$ cat src/rtl/issue_unit.sv
// issue_unit: in-order issue stage for the Tomasulo core.
// It pops one instruction from the instruction queue and reads both source
// operands (tag + value) from the register file, snooping the CDB while it
// does so. It then allocates a free reservation station and renames the
// destination register to that station's tag.
//
// Optional feature macro: ISSUE_RR_ALLOC_EN
//   defined   -> round-robin station allocation (last-allocated pointer)
//   undefined -> fixed priority, lowest free station index wins
//
// Tag 0 means "value ready"; station i (0-based) owns tag i+1.
module issue_unit #(
    parameter int DATA_W    = 16,
    parameter int INSTR_W   = 16,
    parameter int NUM_RS    = 4,
    parameter int TAG_W     = 3,
    parameter int REG_IDX_W = 3
) (
    input  logic                 CLK,
    input  logic                 CLR,
    // instruction queue
    input  logic                 q_empty,
    output logic                 q_rd,
    input  logic [INSTR_W-1:0]   q_instr,
    // register file read ports
    output logic [REG_IDX_W-1:0] rf_rd0_idx,
    output logic [REG_IDX_W-1:0] rf_rd1_idx,
    input  logic [TAG_W-1:0]     rf_rd0_tag,
    input  logic [TAG_W-1:0]     rf_rd1_tag,
    input  logic [DATA_W-1:0]    rf_rd0_data,
    input  logic [DATA_W-1:0]    rf_rd1_data,
    // register file rename port
    output logic                 rf_wren,
    output logic [REG_IDX_W-1:0] rf_wr_idx,
    output logic [TAG_W-1:0]     rf_wr_tag,
    // reservation stations
    input  logic [NUM_RS-1:0]    rs_busy,
    output logic [NUM_RS-1:0]    rs_start,
    output logic [INSTR_W-1:0]   rs_instr,
    output logic [TAG_W-1:0]     rs_tag0,
    output logic [TAG_W-1:0]     rs_tag1,
    output logic [DATA_W-1:0]    rs_data0,
    output logic [DATA_W-1:0]    rs_data1,
    // common data bus
    input  logic                 cdb_valid,
    input  logic [TAG_W-1:0]     cdb_tag,
    input  logic [DATA_W-1:0]    cdb_data,
    // statistics
    output logic [15:0]          issued_cnt,
    output logic [15:0]          stall_cnt
);

    localparam int SEL_W = (NUM_RS > 1) ? $clog2(NUM_RS) : 1;

    typedef enum logic [1:0] {
        S_IDLE,
        S_LOAD,
        S_READ,
        S_ALLOC
    } state_t;

    // One source operand: a producer tag (0 = ready) and its value.
    typedef struct packed {
        logic [TAG_W-1:0]  tag;
        logic [DATA_W-1:0] data;
    } operand_t;

    // Replace a pending operand by the CDB value when its producer broadcasts.
    function automatic operand_t snoop(
        input operand_t            op,
        input logic                valid,
        input logic [TAG_W-1:0]    tag,
        input logic [DATA_W-1:0]   data
    );
        operand_t res;
        res = op;
        if (valid && (op.tag != '0) && (tag == op.tag)) begin
            res.tag  = '0;
            res.data = data;
        end
        return res;
    endfunction

    state_t            state;
    state_t            next_state;
    logic [INSTR_W-1:0] ir;
    operand_t          op0;
    operand_t          op1;
    operand_t          rf_op0;
    operand_t          rf_op1;
    operand_t          op0_byp;
    operand_t          op1_byp;
    operand_t          rs_op0;
    operand_t          rs_op1;
    logic              found;
    logic [SEL_W-1:0]  sel_idx;

    // Register file indices come straight from the instruction register.
    assign rf_rd0_idx = ir[3 +: REG_IDX_W];
    assign rf_rd1_idx = ir[6 +: REG_IDX_W];
    assign rf_wr_idx  = ir[3 +: REG_IDX_W];
    assign rs_instr   = ir;

    // Operand candidates: fresh register-file reads and latched operands,
    // both with a same-cycle CDB bypass applied.
    assign rf_op0  = snoop({rf_rd0_tag, rf_rd0_data}, cdb_valid, cdb_tag, cdb_data);
    assign rf_op1  = snoop({rf_rd1_tag, rf_rd1_data}, cdb_valid, cdb_tag, cdb_data);
    assign op0_byp = snoop(op0, cdb_valid, cdb_tag, cdb_data);
    assign op1_byp = snoop(op1, cdb_valid, cdb_tag, cdb_data);

    // The bypass is only visible while allocating; the ALLOC-cycle snoop
    // writes the same value back, so the outputs hold steady afterwards.
    assign rs_op0   = (state == S_ALLOC) ? op0_byp : op0;
    assign rs_op1   = (state == S_ALLOC) ? op1_byp : op1;
    assign rs_tag0  = rs_op0.tag;
    assign rs_data0 = rs_op0.data;
    assign rs_tag1  = rs_op1.tag;
    assign rs_data1 = rs_op1.data;

`ifdef ISSUE_RR_ALLOC_EN
    logic [SEL_W-1:0] rr_ptr;

    // Round-robin search: start one past the last allocated station and wrap.
    always_comb begin
        int cand;
        found   = 1'b0;
        sel_idx = '0;
        cand    = 0;
        for (int k = 0; k < NUM_RS; k++) begin
            cand = int'(rr_ptr) + 1 + k;
            if (cand >= NUM_RS) begin
                cand = cand - NUM_RS;
            end
            if (!found && !rs_busy[cand]) begin
                found   = 1'b1;
                sel_idx = SEL_W'(cand);
            end
        end
    end

    // Remember the last allocated station for the next search.
    always_ff @(posedge CLK or posedge CLR) begin
        if (CLR) begin
            rr_ptr <= SEL_W'(NUM_RS - 1);
        end else if (state == S_ALLOC && found) begin
            rr_ptr <= sel_idx;
        end
    end
`else
    // Fixed priority: scan from the top so the lowest free index wins last.
    always_comb begin
        found   = 1'b0;
        sel_idx = '0;
        for (int i = NUM_RS - 1; i >= 0; i--) begin
            if (!rs_busy[i]) begin
                found   = 1'b1;
                sel_idx = SEL_W'(i);
            end
        end
    end
`endif

    // FSM state register; CLR aborts any instruction in flight.
    always_ff @(posedge CLK or posedge CLR) begin
        if (CLR) begin
            state <= S_IDLE;
        end else begin
            state <= next_state;
        end
    end

    // FSM next state and the issue handshake pulses.
    always_comb begin
        // NOTE: every output of this block gets a default first, so no path
        // through the case statement can infer a latch.
        next_state = state;
        q_rd       = 1'b0;
        rs_start   = '0;
        rf_wren    = 1'b0;
        rf_wr_tag  = '0;
        case (state)
            S_IDLE: begin
                if (!q_empty) begin
                    // q_rd is combinational, so mask it while CLR holds the
                    // block in reset and keep every output low.
                    q_rd       = !CLR;
                    next_state = S_LOAD;
                end
            end
            S_LOAD: begin
                next_state = S_READ;
            end
            S_READ: begin
                next_state = S_ALLOC;
            end
            S_ALLOC: begin
                if (found) begin
                    rs_start   = NUM_RS'(1) << sel_idx;
                    rf_wren    = 1'b1;
                    rf_wr_tag  = TAG_W'(sel_idx) + TAG_W'(1);
                    next_state = S_IDLE;
                end
            end
            default: begin
                next_state = S_IDLE;
            end
        endcase
    end

    // Instruction register, operand latches with CDB snooping, counters.
    always_ff @(posedge CLK or posedge CLR) begin
        // NOTE: sequential state uses non-blocking assignments so every
        // register here samples the values from before the clock edge.
        if (CLR) begin
            ir         <= '0;
            op0        <= '0;
            op1        <= '0;
            issued_cnt <= '0;
            stall_cnt  <= '0;
        end else begin
            if (state == S_LOAD) begin
                ir <= q_instr;
            end
            // Sources are read before the rename so dest == src keeps the
            // old producer tag or value.
            if (state == S_READ) begin
                op0 <= rf_op0;
                op1 <= rf_op1;
            end
            if (state == S_ALLOC) begin
                op0 <= op0_byp;
                op1 <= op1_byp;
            end
            if (state == S_ALLOC && found) begin
                issued_cnt <= issued_cnt + 16'd1;
            end
            if (state == S_ALLOC && !found && (stall_cnt != 16'hFFFF)) begin
                stall_cnt <= stall_cnt + 16'd1;
            end
        end
    end

endmodule

$ cat config.mk
export PLATFORM = sky130hd
export DESIGN_NAME = issue_unit
export DESIGN_NICKNAME = d
export VERILOG_FILES = /design/src/rtl/issue_unit.sv
export SDC_FILE = /design/constraint.sdc
export NUM_CORES = 1
export LEC_CHECK = 0
export ABC_AREA = 1
export CORE_MARGIN = 10
export CORE_UTILIZATION = 50
export CTS_CLUSTER_SIZE = 24
export DETAILED_ROUTE_END_ITERATION = 16
export PLACE_DENSITY = 0.82
export SLEW_MARGIN = 20
export SYNTH_ARGS = -nofsm -noshare
export SYNTH_HDL_FRONTEND = slang
export SYNTH_SLANG_ARGS = --single-unit
export TNS_END_PERCENT = 30
$ cat constraint.sdc
create_clock -name CLK -period 8.69 [get_ports CLK]
set_input_delay 2.1725 -clock CLK [delete_from_list [all_inputs] [get_ports CLK]]
set_output_delay 2.1725 -clock CLK [all_outputs]
set_load 0.02 [all_outputs]
==> results.tsv <==
metric	value	unit
nets	1078	
worst_slew_pin_slew	1.06	ns
cts_htree_levels	3	
placed_cells	1120	
synth_area_leaders	dfrtp_1, nand2_1, nand4_1	
clk_latency	0.35	ns
pwr-share-seq	27.0	%
start_util	51.3	%
grt_setup_unrepaired	no	
yosysUniqueCellTypes	28	
fin_ws	1.60	ns
dieHeight	129	um
grt_pass1_wl	29900	um
worst-path-max-fanout	27	
period_needed	7.09	ns
via_count	6018	
path_cells	clkdlybuf4s50_1 -> xor2_1 -> nor3_4 -> nand3_2 -> nand2_1 -> nand2_1 -> clkdlybuf4s50_1	
powerDensity	319	nW/um2
clk_path_buf_depth	2	
period_share	81.5	%
timing.setup.tns	0	ns
synthArstFlopShare	100	%
fill_cells	967	
cp_num_buf_inv	2	
pre_cts_ws	1.66	ns
register_area	2200	um2
globalRouteOverflowTotal	0	
postSynthCellCount	834	
ys_seq_area_share	37.3	%
wl_per_cell	16.4	um
drt-total-wl	18700	um
cts_tree	built	
vias_per_cell	5.29	
finalMaxSlewViolations	0	
area_growth	34.7	%
required	6.52	ns
multi_input_area	2970	um2
post-cts-setup-buffers	0	
ctsResizeCount	0	
cpMaxStageDelayCell	nand3_2	
avgSynthCellArea	7.08	um2
grt.total_usage	22.4	%
grt_antenna_before_repair	2	
yosys_warnings	0	
yosysTopAreaCell	dfrtp_1	
start_kind	input port	
internal-power	1390	uW
fp-row-count	39	
p_comb_share	58.7	%
hold_buffers	0	
die_area	16600	um2
critPathKind	input port to output port	
status	finished clean	
slowest_delay	0.63	ns
final_cells	1138	
drive_above_1_share	5.74	%
synth_enable_flop_cells	0	
cts_made_buffers	9	
crit_family	simple AND/OR/NAND/NOR gates	
pwr-share-clk	14.3	%
synthesis.area	5910	um2
ant_nets	0	
p_sw	1150	uW
crit_arrival	4.91	ns
first_pass_iters	7	
ctsRootBufferMaster	clkbuf_16	
max_freq	141	MHz
globalplace.congestion	0.957	
remaining_drc_errors	0	
die_w	129	um
slew_headroom	29.5	%
clock-sinks	88	
grt_pass1_vias	5777	
skew	0.00694	ns
path_clk_slew	0.06	ns
irDropWorstVdd	0.226	mV
grt_max_degree	51	
coreArea	11500	um2
power_leakage	0.00408	uW
hpwlAfterDp	13800	um
ys_ff_latch	88	
syn-num-nets	924	
hold_class	flop to flop	
num_io_pins	185	
port_buffers	184	
synthFlopType	dfrtp_1	
swShare	45.3	%
synth_top_area_share	37.3	%
crit_path_end_kind	output port	
drtIter0Drc	454	
hold_viol_final	0	
setup_violations	0	
maxCapViolations	0	
==> state kept, by name (all words and copies together) (netlist names) <==
register	cells
op1	19
rs_instr	16
issued_cnt	16
op0	19
stall_cnt	16
state	2
==> cell type report <==
type | count | area share [%]
antenna | 2 | 0.0629
clock buffer | 11 | 2.92
clock inverter | 5 | 0.409
inverter | 125 | 5.91
multi-input combinational | 577 | 37.4
sequential | 88 | 27.7
tap | 143 | 2.25
timing repair buffer | 187 | 23.4
==> per-layer routing <==
metal | vias to the layer above | GRT usage (%) | share of wire, %
met5 | - | 0 | 0
met4 | 0 | 7.76 | 2.7
met3 | 36 | 9.20 | 11
met2 | 289 | 34.6 | 45
met1 | 2720 | 27.6 | 42
li1 | 2973 | - | -
==> cell usage after synthesis (all sizes together) (9+ instances only) <==
master,instances
nand2,292
inv,125
dfrtp,88
nand4,73
nand3,71
nor2,40
buf,39
o21ai,29
xor2,19
mux2,16
ha,9
nor3,9
==> cells by family after synthesis <==
logic type,synth area share (%)
AND/OR/NAND/NOR,37.6
buffers and inverters,12.4
flip-flops,37.3
AO/OA/AOI/OAI,3.73
XOR/XNOR,4.00
multiplexers,3.05
adder cells (fa/ha/maj),1.91
==> power groups by stage <==
stage	Clock (uW)	Sequential [uW]	Combinational (uW)
global route	383	706	1630
finish	363	685	1490
global placement	0	687	1470
detailed placement	0	688	1490
CTS	367	683	1500
floorplan	0	740	860
==> worst paths after layout <==
path,from,end,slack (ns),cells past startpoint
worst max-delay path,cdb_tag[1],rs_data1[1],1.60,7
worst min-delay path,issued_cnt[15],issued_cnt[15],0.47,1
worst max register to register,state[0],stall_cnt[13],5.97,8
worst min register to register,issued_cnt[15],issued_cnt[15],0.47,1
max in group asynchronous,CLR,op0[4],5.38,3
min in group asynchronous,CLR,op1[6],2.23,2
==> placed cells by master (no fill, tap or decap), drive strengths merged, types with 5 or more instances in the layout <==
cell type      count
nor2              40
clkinv             5
xnor2              8
clkdlybuf4s50    184
nand2            292
xor2              19
o22ai              7
nand4             73
mux2              16
o21ai             29
nor3               9
inv              125
nand3             71
dfrtp             88
clkbuf            11
ha                 9
==> through the flow <==
step | instance area (um2) | utilization (%) | power (uW) | hold slack (ns)
after floorplan | 5910 | - | 1600 | 0.449
after global placement | 7690 | 66.8 | 2150 | 0.462
after detailed placement | 7690 | 66.8 | 2180 | 0.466
after CTS | 7950 | 69.1 | 2550 | 0.479
after global routing | 7950 | 69.1 | 2720 | 0.503
final | 7960 | 69.1 | 2540 | 0.471
(Power assumes the default switching activity.)
